===== config.mk =====
export PLATFORM = sky130hd
export DESIGN_NAME = fetch_stage
export DESIGN_NICKNAME = d
export VERILOG_FILES = /design/src/rtl/fetch_stage.sv
export SDC_FILE = /design/constraint.sdc
export NUM_CORES = 1
export LEC_CHECK = 0
export CORE_MARGIN = 2
export CORE_UTILIZATION = 48
export CTS_BUF_LIST = sky130_fd_sc_hd__clkbuf_2 sky130_fd_sc_hd__clkbuf_4 sky130_fd_sc_hd__clkbuf_8
export DETAILED_ROUTE_END_ITERATION = 10
export HOLD_SLACK_MARGIN = 0.05
export PLACE_DENSITY = 0.81
export SYNTH_ARGS = -nofsm -noshare
export SYNTH_HDL_FRONTEND = slang
export SYNTH_SLANG_ARGS = --single-unit

===== constraint.sdc =====
create_clock -name clk -period 11.8 [get_ports clk]
set_clock_uncertainty 0.05 [all_clocks]
set_input_delay 3.54 -clock clk [delete_from_list [all_inputs] [get_ports clk]]
set_output_delay 3.54 -clock clk [all_outputs]
set_load 0.03 [all_outputs]

===== src/rtl/fetch_stage.sv =====
// rtl/fetch_stage.sv - instruction fetch and fixed-period sequencing stage
module fetch_stage #(
  parameter int          STALL_CYCLES = 5,
  parameter int          WB_CYCLE     = 4,
  parameter logic [31:0] PC_RESET     = 32'h00400020
) (
  input  logic        clk,
  input  logic        rst,
  input  logic        nPC_sel,
  input  logic [15:0] imm16,
  input  logic        halt,
  input  logic [31:0] imem_data,
  output logic [31:0] imem_adr,
  output logic [31:0] inst,
  output logic [31:0] pc,
  output logic        wr_strobe,
  output logic        pc_update,
  output logic [31:0] retired
);

  localparam logic [3:0] LAST_PH = 4'(STALL_CYCLES);
  localparam logic [3:0] WB_PH   = 4'(WB_CYCLE);

  typedef enum logic [1:0] {
    FETCH  = 2'd0,
    EXEC   = 2'd1,
    HALTED = 2'd2
  } state_t;

  state_t      state_q, state_d;
  logic [3:0]  ph_q, ph_d;
  logic [31:0] pc_q, pc_d;
  logic [31:0] inst_q, inst_d;
  logic [31:0] retired_q, retired_d;
  logic [31:0] branch_off;

  assign branch_off = {{14{imm16[15]}}, imm16, 2'b00};

  always_comb begin
    state_d   = state_q;
    ph_d      = ph_q;
    pc_d      = pc_q;
    inst_d    = inst_q;
    retired_d = retired_q;
    wr_strobe = 1'b0;
    pc_update = 1'b0;

    case (state_q)
      FETCH: begin
        inst_d  = imem_data;
        ph_d    = 4'd1;
        state_d = EXEC;
      end
      EXEC: begin
        if (ph_q == LAST_PH) begin
          pc_update = 1'b1;
          pc_d      = pc_q + 32'd4 + (nPC_sel ? branch_off : 32'd0);
          retired_d = retired_q + 32'd1;
          ph_d      = 4'd0;
          state_d   = halt ? HALTED : FETCH;
        end else begin
          wr_strobe = (ph_q == WB_PH);
          ph_d      = ph_q + 4'd1;
        end
      end
      HALTED: begin
        ph_d = 4'd0;
        if (!halt) begin
          state_d = FETCH;
        end
      end
      default: begin
        ph_d    = 4'd0;
        state_d = FETCH;
      end
    endcase

    // A reset cycle must never let a write or PC advance escape downstream.
    if (rst) begin
      wr_strobe = 1'b0;
      pc_update = 1'b0;
    end
  end

  always_ff @(posedge clk) begin
    if (rst) begin
      state_q   <= FETCH;
      ph_q      <= 4'd0;
      pc_q      <= PC_RESET;
      inst_q    <= 32'h00000000;
      retired_q <= 32'd0;
    end else begin
      state_q   <= state_d;
      ph_q      <= ph_d;
      pc_q      <= pc_d;
      inst_q    <= inst_d;
      retired_q <= retired_d;
    end
  end

  assign imem_adr = pc_q;
  assign pc       = pc_q;
  assign inst     = inst_q;
  assign retired  = retired_q;

endmodule

======== After elaboration in Yosys (flattened, before gate mapping) ========
Index checks and enable logic that the tools add are counted.
operators by class
  add/subtract/negate cells ............... 4
  equal/unequal tests ..................... 6
  muxes and demuxes ....................... 13
  reduce and logical (&&, ||, !) cells .... 3
operator list
  kind                     number
  $add A32 B1 Y32 const B  1
  $add A32 B3 Y32 const B  1
  $add A32 B32 Y32         1
  $mux W32                 1
  $eq A4 B3 Y1 const B     2
  $pmux W4 S2              1
  $mux W1                  6
  $mux W2                  3
  $pmux W2 S3              1
  $add A4 B1 Y4 const B    1
  $mux W4                  1
  $ne A2 B2 Y1 const B     2
  $reduce_and A2 Y1        2
  $eq A2 B1 Y1 const B     1
  $eq A2 B2 Y1 const B     1
  $logic_not A2 Y1         1
storage, ports and cells
  bits in registers ....................... 102
  bits of input ports ..................... 52
  output and inout port bits .............. 130
  logic and storage cells ................. 31

======== Logic depth before layout (Yosys ltp) ========
  depth in word-level cells ............... 4
  depth in mapped cells ................... 15
  mapped depth without buffers ............ 13

======== Worst setup path before layout ========
Ideal clock, no wire load.
  kind .................................... in2out
  start point ............................. in rst
  end point ............................... out wr_strobe
  arrival time ............................ 4901 ps
  data required time ...................... 8210 ps
  setup slack ............................. 3309 ps
  stages .................................. 4
  buffers on the path ..................... 1
  cells stage by stage .................... clkbuf_1 -> nor2_1 -> nand3_1 -> nor4bb_1
on the way
  longest elaborated chain between the ends .. 1
ends and longest elaborated chain
  item             RTL line  text
  start, declared  8         input logic rst,
  $mux W1          79        if (rst) begin
  end, declared    16        output logic wr_strobe,
Every way passes these cells.

======== Final worst setup path ========
Same ends and word-level chain as after synthesis.

==> impl_metrics.env <==
export IMPL_required_ns=8.21
export IMPL_end_kind="output port"
export IMPL_wl_per_cell_microns=14.0
export IMPL_path_cells="buf_4 > nor2_1 > nand3_1 > nor4bb_1 > clkdlybuf4s50_1"
export IMPL_start_util_pct=49.0
export IMPL_drive_gt1_share_pct=3.40
export IMPL_yosys_warnings=0
export IMPL_cp_startpoint="rst"
export IMPL_grt_max_degree=57
export IMPL_powerDensity_nw_per_um2=86.2
export IMPL_row_count=41
export IMPL_crit_slowest_cell="clkdlybuf4s50_1"
export IMPL_rsz0062_at_grt="false"
export IMPL_drv_slew=0
export IMPL_setup_slack_ns=3.08
export IMPL_r2r_slack_ns=8.36
export IMPL_final_common_cell="clkdlybuf4s50_1"
export IMPL_ys_flop_type="dfxtp_1"
export IMPL_post_route_min_period_ns=8.72
export IMPL_hold_buffers=0
export IMPL_ctsResizeCount=0
export IMPL_cap_violations=0
export IMPL_grt_pass1_wl_microns=25200
export IMPL_critical_path_top_delay_family="buffers and inverters"
export IMPL_grt_pass1_vias=5442
export IMPL_hold_start="inst[27]"
export IMPL_cts_clk_slew_worst_paths_ns=0.09
export IMPL_synthMuxAreaShare_pct=0.366
export IMPL_holdWs_ns=0.405
export IMPL_nNetsFinal=1010
export IMPL_start_kind="input pin"
export IMPL_synth_area_sq_um=6160
export IMPL_synth_top_family_by_area="simple AND/OR/NAND/NOR gates"
export IMPL_drt_iter0_markers=384
export IMPL_period_share_pct=73.9
export IMPL_routed_wl_microns=15100
export IMPL_ant_nets=0
export IMPL_vias=5761
export IMPL_drc_errors=0
export IMPL_maxSlewHeadroom_pct=39.6
export IMPL_whs_endpoint="inst[27]"
export IMPL_syn_area_per_cell_sq_um=7.80
export IMPL_syn_instance_count=790
export IMPL_core_sq_um=12600
export IMPL_max_stage_delay_ns=0.74
export IMPL_cts_root_buf="clkbuf_8"
export IMPL_final_util_pct=63.5
export IMPL_die_y_microns=117
export IMPL_synthAdderAreaFrac_pct=10.3
export IMPL_hold_path_depth=2
export IMPL_irDropWorstVdd_uv=62.5
export IMPL_crit_path_max_fanout=51
export IMPL_worst_slew_pin_slew_ns=0.906
export IMPL_crit_arrival_ns=5.13
export IMPL_synth_xor_area_share_pct=7.68
export IMPL_synth_compound_area_share_pct=15.5
export IMPL_antenna_found_initial=0
export IMPL_r2r_start="imem_adr[3]"
export IMPL_hpwl_microns=10800
export IMPL_post_cts_setup_buffers=0
export IMPL_leakagePower_nw=3.14
export IMPL_diodes=0
export IMPL_viasPerCell=5.32
export IMPL_ys_seq_elements=100
export IMPL_outcome="finished clean"
export IMPL_grt_overflow_total=0
export IMPL_timing_final_hold_violations=0
export IMPL_gp_congestion=0.930
export IMPL_track_usage_pct=22.5
export IMPL_boundaryPins=182
export IMPL_critPathKind="in -> out"
export IMPL_synth_edf_count=0
export IMPL_final_cell_mix="176 x clkdlybuf4s50_1, 134 x nand2_1, 100 x dfxtp_1, 88 x a21oi_1, 58 x nor2_1"
export IMPL_cts_max_level=3
export IMPL_place_ws_ns=3.07
export IMPL_ys_types=57
export IMPL_synth_async_reset_ratio_pct=0
export IMPL_crit_buf_inv=2
export IMPL_syn2layout_area_growth_pct=29.6
export IMPL_cts_buffers=9
export IMPL_dieArea_sq_um=13800
export IMPL_io_buffers=177
export IMPL_dr_pass1_iters=5
export IMPL_cts_sinks=100
export IMPL_setup_viol_count_final=0
export IMPL_clock_latency_ns=0.38
export IMPL_rr_worst_depth=11
export IMPL_setup_tns_final_ns=0
export IMPL_die_x_microns=117
export IMPL_hold_class="reg -> reg"
export IMPL_clock_path_buffers=2
export IMPL_timing_rr_end="imem_adr[27]"
export IMPL_cts_tree="done"
export IMPL_ys_seq_area_share_pct=32.5
export IMPL_yosys_area_share_simple_pct=25.6
export IMPL_max_freq_ghz=0.115
-- layer usage --
layer / vias to the layer above / wire, microns / GRT usage (%)
met5: - / 0 / 0
met1: 2650 / 6830 / 29.4
met2: 165 / 7180 / 37.2
met3: 25 / 811 / 3.96
met4: 0 / 297 / 8.31
li1: 2921 / - / -
-- worst max-delay path by stage --
stage / endpoint / slack [ns] / cells past startpoint
floorplan: wr_strobe / 3.31 / 4
global placement: wr_strobe / 3.06 / 5
detailed placement: wr_strobe / 3.07 / 5
CTS: wr_strobe / 3.07 / 5
global route: wr_strobe / 2.98 / 5
finish: wr_strobe / 3.08 / 5
-- Yosys cell counts (4+ instances only) --
library cell    n  share of area, %
nor4_1          4              0.41
o21bai_1        6              0.73
clkbuf_1       39               2.4
nand2b_1        4              0.41
o211ai_1        8              0.97
inv_1          21               1.3
nor3_1         11              0.89
nand4_1        12               1.2
or3_1           7              0.71
dfxtp_1       100                32
xor2_1         17               2.4
or4_1           4              0.49
a211oi_1        6              0.73
ha_1           49                10
o31ai_1         6              0.73
and2_1         17               1.7
xnor2_1        37               5.3
o21ai_0        18               1.5
a21o_1          8              0.97
buf_4          34               4.1
a31oi_1         5              0.51
and3_1         20               2.0
nand3_1        26               2.1
nor2_1         59               3.6
nor2b_1         6              0.61
a21oi_1        88               7.1
nand2_1       134               8.2
-- stage by stage --
| step | cells | cell area [sq um] | power (mW) |
|---|---|---|---|
| floorplan | 793 | 6170 | 0.414 |
| global placement | 1069 | 7780 | 0.450 |
| detailed placement | 1069 | 7780 | 0.452 |
| CTS | 1083 | 7990 | 0.696 |
| global route | 1083 | 7990 | 0.719 |
| finish | 1083 | 7990 | 0.688 |
-- sequential cells by signal (all words and copies together) (netlist names) --
register and count:
ph_q 4, imem_adr 30, state_q 2, inst 32
retired 32
-- cell families after synthesis --
logic type               count (synthesis)
adder cells (fa/ha/maj)                 50
flip-flops                             100
buffers and inverters                   97
other                                    1
AO/OA/AOI/OAI                          161
multiplexers                             2
XOR/XNOR                                54
AND/OR/NAND/NOR                        325
-- report_power, final --
| group | switching (mW) | internal, mW |
|---|---|---|
| Sequential | 0.00388 | 0.344 |
| Clock | 0.126 | 0.119 |
| Combinational | 0.0537 | 0.0424 |
| Total | 0.183 | 0.505 |
-- final cells by class --
cell class,count,area [sq um]
Clock buffer,9,124
Clock inverter,5,85.1
Fill cell,1104,4580
Inverter,21,78.8
Multi-Input combinational cell,596,3690
Sequential cell,100,2000
Tap cell,172,215
Timing Repair Buffer,180,1790
-- worst min-delay path, stage by stage (launching register included) --
cell and delay (ns):
dfxtp_1 0.32, nand2_1 0.05, a21oi_1 0.05
No activity file was read; power rests on OpenSTA's default activity.
